<file path="src/rtl/bin_bcd_seq.sv">
// Iterative binary-to-BCD converter (shift-and-add-3), one input bit per clock,
// with valid/ready on both sides, leading-zero blanking and overflow saturation.
module bin_bcd_seq #(
    parameter int BIN_W  = 12,
    parameter int DIGITS = 4
) (
    input  logic                clk,
    input  logic                rst_n,
    input  logic                in_valid,
    output logic                in_ready,
    input  logic [BIN_W-1:0]    bin,
    output logic                out_valid,
    input  logic                out_ready,
    output logic [4*DIGITS-1:0] bcd,
    output logic [DIGITS-1:0]   blank,
    output logic                ovf,
    output logic                busy
);

    localparam int BCD_W = 4 * DIGITS;
    localparam int SR_W  = BCD_W + BIN_W;
    localparam int CNT_W = $clog2(BIN_W + 1);
    localparam logic [CNT_W-1:0] LAST_STEP = CNT_W'(BIN_W - 1);
    // 2^BIN_W <= 10^DIGITS  <=>  BIN_W <= DIGITS*log2(10); then overflow is impossible
    localparam bit FITS = (longint'(BIN_W) * 1000000) <= (longint'(DIGITS) * 3321928);

    typedef enum logic [1:0] {
        S_IDLE  = 2'd0,
        S_SHIFT = 2'd1,
        S_DONE  = 2'd2
    } state_t;

    state_t             r_state;
    logic [SR_W-1:0]    r_sr;
    logic [CNT_W-1:0]   r_cnt;
    logic               r_ovf_acc;
    logic               r_out_valid;
    logic [BCD_W-1:0]   r_bcd;
    logic [DIGITS-1:0]  r_blank;
    logic               r_ovf;
    logic               r_busy;

    logic [SR_W-1:0]    w_adj;
    logic [SR_W-1:0]    w_shift;
    logic               w_top;
    logic [BCD_W-1:0]   w_dig;
    logic [DIGITS-1:0]  w_dig_bad;
    logic [DIGITS-1:0]  w_blank;
    logic               w_zero_run;
    logic               w_ovf;
    logic [BCD_W-1:0]   w_sat;

    assign w_adj[BIN_W-1:0] = r_sr[BIN_W-1:0];

    genvar gi;
    generate
        for (gi = 0; gi < DIGITS; gi++) begin : g_digit
            logic [3:0] w_cur;
            assign w_cur = r_sr[BIN_W + 4*gi +: 4];
            assign w_adj[BIN_W + 4*gi +: 4] = (w_cur >= 4'd5) ? (w_cur + 4'd3) : w_cur;
            assign w_dig_bad[gi] = (w_dig[4*gi +: 4] > 4'd9);
            assign w_sat[4*gi +: 4] = 4'h9;
        end
    endgenerate

    assign w_shift = {w_adj[SR_W-2:0], 1'b0};
    assign w_top   = w_adj[SR_W-1];
    assign w_dig   = w_shift[SR_W-1 -: BCD_W];
    assign w_ovf   = !FITS && (r_ovf_acc || w_top || (|w_dig_bad));

    // Walk down from the top digit; a digit is blanked while everything above it is zero
    always_comb begin
        w_blank    = '0;
        w_zero_run = 1'b1;
        for (int i = DIGITS - 1; i >= 1; i--) begin
            w_zero_run = w_zero_run & (w_dig[4*i +: 4] == 4'd0);
            w_blank[i] = w_zero_run;
        end
    end

    always_ff @(posedge clk or negedge rst_n) begin
        if (!rst_n) begin
            r_state     <= S_IDLE;
            r_sr        <= '0;
            r_cnt       <= '0;
            r_ovf_acc   <= 1'b0;
            r_out_valid <= 1'b0;
            r_bcd       <= '0;
            r_blank     <= '0;
            r_ovf       <= 1'b0;
            r_busy      <= 1'b0;
        end else begin
            case (r_state)
                S_IDLE: begin
                    if (in_valid) begin
                        r_sr      <= {{BCD_W{1'b0}}, bin};
                        r_cnt     <= '0;
                        r_ovf_acc <= 1'b0;
                        r_busy    <= 1'b1;
                        r_state   <= S_SHIFT;
                    end
                end
                S_SHIFT: begin
                    r_sr      <= w_shift;
                    r_ovf_acc <= r_ovf_acc | w_top;
                    r_cnt     <= r_cnt + CNT_W'(1);
                    if (r_cnt == LAST_STEP) begin
                        r_busy      <= 1'b0;
                        r_out_valid <= 1'b1;
                        r_bcd       <= w_ovf ? w_sat : w_dig;
                        r_blank     <= w_ovf ? '0 : w_blank;
                        r_ovf       <= w_ovf;
                        r_state     <= S_DONE;
                    end
                end
                S_DONE: begin
                    if (out_ready) begin
                        r_out_valid <= 1'b0;
                        if (in_valid) begin
                            r_sr      <= {{BCD_W{1'b0}}, bin};
                            r_cnt     <= '0;
                            r_ovf_acc <= 1'b0;
                            r_busy    <= 1'b1;
                            r_state   <= S_SHIFT;
                        end else begin
                            r_state   <= S_IDLE;
                        end
                    end
                end
                default: r_state <= S_IDLE;
            endcase
        end
    end

    assign in_ready  = (r_state == S_IDLE) || ((r_state == S_DONE) && out_ready);
    assign out_valid = r_out_valid;
    assign bcd       = r_bcd;
    assign blank     = r_blank;
    assign ovf       = r_ovf;
    assign busy      = r_busy;

endmodule

</file>
<file path="config.mk">
export PLATFORM = sky130hd
export DESIGN_NAME = bin_bcd_seq
export DESIGN_NICKNAME = d
export VERILOG_FILES = /design/src/rtl/bin_bcd_seq.sv
export SDC_FILE = /design/constraint.sdc
export NUM_CORES = 1
export LEC_CHECK = 0
export CAP_MARGIN = 10
export CORE_MARGIN = 1.5
export CORE_UTILIZATION = 45
export DETAILED_ROUTE_END_ITERATION = 8
export MAX_ROUTING_LAYER = met4
export PLACE_DENSITY = 0.69
export SYNTH_ARGS = -nofsm -noshare
export SYNTH_HDL_FRONTEND = slang
export SYNTH_SLANG_ARGS = --single-unit
export TNS_END_PERCENT = 30
</file>
<file path="constraint.sdc">
create_clock -name clk -period 4 [get_ports clk]
set_input_delay 1.2 -clock clk [delete_from_list [all_inputs] [get_ports clk]]
set_output_delay 1.2 -clock clk [all_outputs]
set_load 0.01 [all_outputs]
</file>
# Yosys cells after proc, flatten, opt, wreduce, memory -nomap -nowiden
# Cells that the tools add are included.
# classes
addsub	5
n_lt_le_gt_ge	4
eq_ne	6
n_mux	22
bitwise_logic	2
reduce_logical	13
# ops
operator	n
case mux 28 bit (3 select lines)	1
two-way mux 28 bit	2
two-way mux 4 bit	5
>= comparator 4 x 3 -> 1 bit, second input constant	4
adder 4 x 2 -> 4 bit, second input constant	3
zero test 4 bit	3
case mux 4 bit (3 select lines)	1
AND reduction 3 bit	3
two-way mux 1 bit	6
two-way mux 2 bit	3
!= test 2 bit, second input constant	3
case mux 2 bit (3 select lines)	1
adder 4 x 1 -> 4 bit, second input constant	1
== test 4 bit, second input constant	1
AND reduction 2 bit	2
adder 3 x 2 -> 3 bit, second input constant	1
two-way mux 3 bit	1
case mux 1 bit (3 select lines)	1
nonzero test 3 bit	1
bitwise AND 1 bit	2
== test 2 x 1 -> 1 bit, second input constant	1
== test 2 bit, second input constant	1
zero test 2 bit	1
case mux 1 bit (2 select lines)	1
3 further kinds	3
# totals
ff_bits	55
input_bits	16
output_inout_bits	24
elab_cells	59

# Depth between registers and ports, before layout
# logic_depth
word_depth	5
ltp_mapped	7
ltp_nobuf	7

# Worst setup path after synthesis
# OpenSTA, ideal clock, no wires.
# synth_path
kind	input -> output
startpoint	input port out_ready
endpoint	output port in_ready
arrival_ns	1.507
required_ns	2.800
slack_ns	1.293
cell_stages	2
path_buffers	0
path_cell_list	inv_1 a21oi_1
# synth_via
elab_chain_cells	2
# synth_lines
item	line	source
from (decl)	13	input logic out_ready,
logical AND 1 bit	135	assign in_ready = (r_state == S_IDLE) || ((r_state == S_DONE) && out_ready);
logical OR 1 bit	135	
to (decl)	10	output logic in_ready,
# No other way between the ends.

# Final worst setup path
# Same ends and word-level chain as after synthesis.

==> run_results.csv <==
group,metric,value,unit
critical_path,crit_path_max_fanout,3,
critical_path,critPathLaunchType,"input port",
clock_network,hold_buffers,0,
sta,min_period_over_period,0.937,
place,placed_cells,371,
sta,achievable-frequency,267,MHz
clock_network,clock_transition_at_the_register_clock_pins_on_the_worst_setup_and_hold_paths_after_cts,0.08,ns
power_and_ir_drop,leakagePower,1.39,nW
place,placed_cell_area,3010,um^2
synth,synth_warnings,0,
power_and_ir_drop,power_density,808,nW/um^2
place,port_buffers,37,
synth,postSynthAreaPerCell,9.54,um^2
global_routing,grt-ovfl-total,0,
global_routing,grt_util_all_layers,0.185,
layout,finalNonFillerCells,378,
global_routing,grt_pass1_wl,8.67,mm
synth,post_synth_inst_count,271,
critical_path,critical_path_start_end_classification,"input port to output port",
drt,drt-vias-per-instance,5.23,
layout,layout-area-overhead-vs-synth,20.3,%
synth,share_of_synthesized_area_occupied_by_flip_flops_and_latches,0.532,
sta,clock_skew,0.00737,ns
sta,final.setup.tns,0,ns
drt,finalWirelength,5.07,mm
clock_network,post-cts-setup-buffer-count,0,
drt,detail-route-antenna-nets,0,
layout,layout-drive-gt1-share,0.0523,
critical_path,worst_endpoint_required_time,2.80,ns
power_and_ir_drop,power_report.internal_total,0.00153,W
global_routing,grt_pass1_vias,1879,
power_and_ir_drop,fraction_of_power_spent_switching_nets,0.390,
clock_network,htreeDepth,2,
drt,first_pass_iters,4,
job,timing.max_cap.violations,0,
drt,drt_first_iter_violations,104,
floorplan,area_of_the_placeable_core,5540,um^2
power_and_ir_drop,power.share.clock,0.141,
layout,finalNetCount,331,
sta,grt_setup_unrepaired,"no",
clock_network,cts.sinks,55,
power_and_ir_drop,fraction_of_power_consumed_by_combinational_cells,0.466,
clock_network,clockBufferDepth,2,
synth,synth_area,2580,um^2
floorplan,io_pins,40,
clock_network,clock-root-buffer,"sky130_fd_sc_hd__clkbuf_8",
floorplan,site_row_count,27,
sta,period_needed,3.75,ns
power_and_ir_drop,power.net_switching,0.000980,W
clock_network,cts-resized-gates,0,
global_routing,largest_net_degree_at_the_start_of_global_routing,40,
power_and_ir_drop,sequentialPowerShare,0.393,
worst_hold_path,min-delay-path-class,"flip-flop to flip-flop",
sta,timing.slew.headroom,0.396,
floorplan,die_area,6210,um^2
drt,vias,1977,
drt,routed_wire_length_per_instance,13.4,um
floorplan,dieWidth,78.8,um
clock_network,clock_latency_late_sink,0.31,ns
power_and_ir_drop,total_power,0.00251,W
synth,synth-seq-cells,55,
layout,num_antenna_cells,0,
clock_network,cts-buffers-inserted,5,
drt,drt_drc_violations_left,0,
place,dp.final_hpwl,3.51,mm
sta,finalWorstSetupSlack,0.251,ns
power_and_ir_drop,vdd_ir_drop_max,0.000340,V
critical_path,cp_data_arrival_time,2.55,ns
global_routing,antenna_found_initial,0,
layout,post-route-cell-area,3110,um^2
sta,report.final.slew_viol_count,0,
place,gpl.final_weighted_congestion,0.879,
sta,finalSetupViolCount,0,
status,status,"finished clean",
critical_path,cp-end-kind,"output port",
floorplan,initial_core_util,0.467,
sta,final_hold_viol_count,0,
floorplan,die_y,78.8,um
clock_network,tritoncts,"done",
place,dp_slack,0.260,ns
synth,count_of_different_cell_masters_after_synthesis,34,
sta,worst_slew_pin_slew,0.906,ns
sequential cells by signal (all words and copies together), names as in the netlist:
name	flops
out_valid	1
r_cnt	4
bcd	16
r_sr	28
blank	3
r_state	2
busy	1
metrics by stage:
step           hold WS (ns)   util
4_1_cts               0.487  0.561
3_5_place_dp          0.466  0.543
5_1_grt               0.511  0.561
3_3_place_gp          0.459  0.543
6_report              0.482  0.561
2_1_floorplan         0.459      -
power groups by stage:
stage	Sequential [W]	Clock, W	Combinational (W)
after global placement	0.000990	0	0.00114
after floorplan	0.00100	0	0.000763
after CTS	0.000986	0.000365	0.00119
final	0.000987	0.000353	0.00117
after global routing	0.00102	0.000384	0.00134
after detailed placement	0.000996	0	0.00118
routing by layer:
metal / vias to the layer above / global-route usage / routed length [um]
li1: 980 / - / -
met1: 951 / 0.221 / 2440
met2: 40 / 0.317 / 2410
met3: 6 / 0.0379 / 162
met4: 0 / 0.0518 / 63
met5: - / - / 0
worst max-delay path: stages:
cell and delay, ns:
sky130_fd_sc_hd__clkdlybuf4s50_1 0.51, sky130_fd_sc_hd__inv_1 0.06, sky130_fd_sc_hd__a21oi_1 0.20, sky130_fd_sc_hd__clkdlybuf4s50_1 0.57
synthesized netlist by cell type:
master                      count  area share
sky130_fd_sc_hd__xnor2_1        4       0.014
sky130_fd_sc_hd__buf_4          3      0.0087
sky130_fd_sc_hd__a2111oi_4      1       0.011
sky130_fd_sc_hd__xor2_1         2      0.0068
sky130_fd_sc_hd__nor3_1         3      0.0058
sky130_fd_sc_hd__and2b_1        1      0.0029
sky130_fd_sc_hd__a21oi_4        1      0.0063
sky130_fd_sc_hd__dfrtp_1       55        0.53
sky130_fd_sc_hd__a21oi_1       14       0.027
sky130_fd_sc_hd__ha_1           9       0.044
sky130_fd_sc_hd__a21o_2         1      0.0034
sky130_fd_sc_hd__nand3_1        1      0.0019
sky130_fd_sc_hd__and3b_1        1      0.0034
sky130_fd_sc_hd__o22ai_1       14       0.034
sky130_fd_sc_hd__nor3b_1        6       0.017
sky130_fd_sc_hd__mux2i_1        3       0.012
sky130_fd_sc_hd__nand2b_1       7       0.017
sky130_fd_sc_hd__nor2_1        30       0.044
sky130_fd_sc_hd__nand2b_2       1      0.0034
sky130_fd_sc_hd__a22o_1         3       0.010
sky130_fd_sc_hd__a21oi_2        1      0.0034
sky130_fd_sc_hd__nand2_1       49       0.071
sky130_fd_sc_hd__a32o_1         2      0.0077
sky130_fd_sc_hd__nand4_1        1      0.0024
sky130_fd_sc_hd__nand3b_1       2      0.0058
sky130_fd_sc_hd__o31ai_1        1      0.0029
sky130_fd_sc_hd__nand4b_1       1      0.0034
sky130_fd_sc_hd__clkbuf_1      10       0.015
sky130_fd_sc_hd__and2_1         2      0.0048
sky130_fd_sc_hd__mux2_2         1      0.0044
sky130_fd_sc_hd__a21o_1         2      0.0058
sky130_fd_sc_hd__o21ai_0       28       0.054
sky130_fd_sc_hd__conb_1         1      0.0015
sky130_fd_sc_hd__inv_1         10       0.015
final cells by class:
cell class	count	area, um^2
clock inverters	1	30.0
repair buffers	40	388
inverters	10	37.5
well taps	72	90.1
clock buffers	6	72.6
flip-flops and latches	55	1380
multi-input cells	194	1110
fillers	521	2430
placed cells by master, fill, tap and decap left out, types with 3 or more instances in the layout:
master and n:
sky130_fd_sc_hd__inv_1 10, sky130_fd_sc_hd__dfrtp_1 55, sky130_fd_sc_hd__clkbuf_8 5, sky130_fd_sc_hd__ha_1 9
sky130_fd_sc_hd__a21oi_1 14, sky130_fd_sc_hd__mux2i_1 3, sky130_fd_sc_hd__o22ai_1 14, sky130_fd_sc_hd__nor3b_1 6
sky130_fd_sc_hd__a22o_1 3, sky130_fd_sc_hd__nand2_1 49, sky130_fd_sc_hd__nand2b_1 7, sky130_fd_sc_hd__xnor2_1 4
sky130_fd_sc_hd__nor3_1 3, sky130_fd_sc_hd__buf_4 3, sky130_fd_sc_hd__o21ai_0 28, sky130_fd_sc_hd__clkdlybuf4s50_1 36
sky130_fd_sc_hd__nor2_1 30
final timing paths:
kind / start / to / slack, ns / depth (start not counted)
worst max register to register: r_state[1] / blank[1] / 1.89 / 5
max in group asynchronous: rst_n / r_sr[11] / 2.25 / 2
min in group asynchronous: rst_n / r_cnt[2] / 1.00 / 1
worst max-delay path: out_ready / in_ready / 0.25 / 4
worst min-delay path: blank[3] / blank[3] / 0.48 / 2
worst min register to register: blank[3] / blank[3] / 0.48 / 2
logic make-up (layout without fill, tap and decap cells):
kind of cell / after synthesis / after routing / synth area share
compound gates: 68 / 68 / 0.166
xor+xnor: 6 / 6 / 0.0203
fa+ha+maj: 9 / 9 / 0.0436
buf+inv: 23 / 57 / 0.0378
flops: 55 / 55 / 0.532
mux: 4 / 4 / 0.0160
other cells: 1 / 2 / 0.00145
simple gates: 105 / 105 / 0.183
No activity file was read; power rests on OpenSTA's default activity.
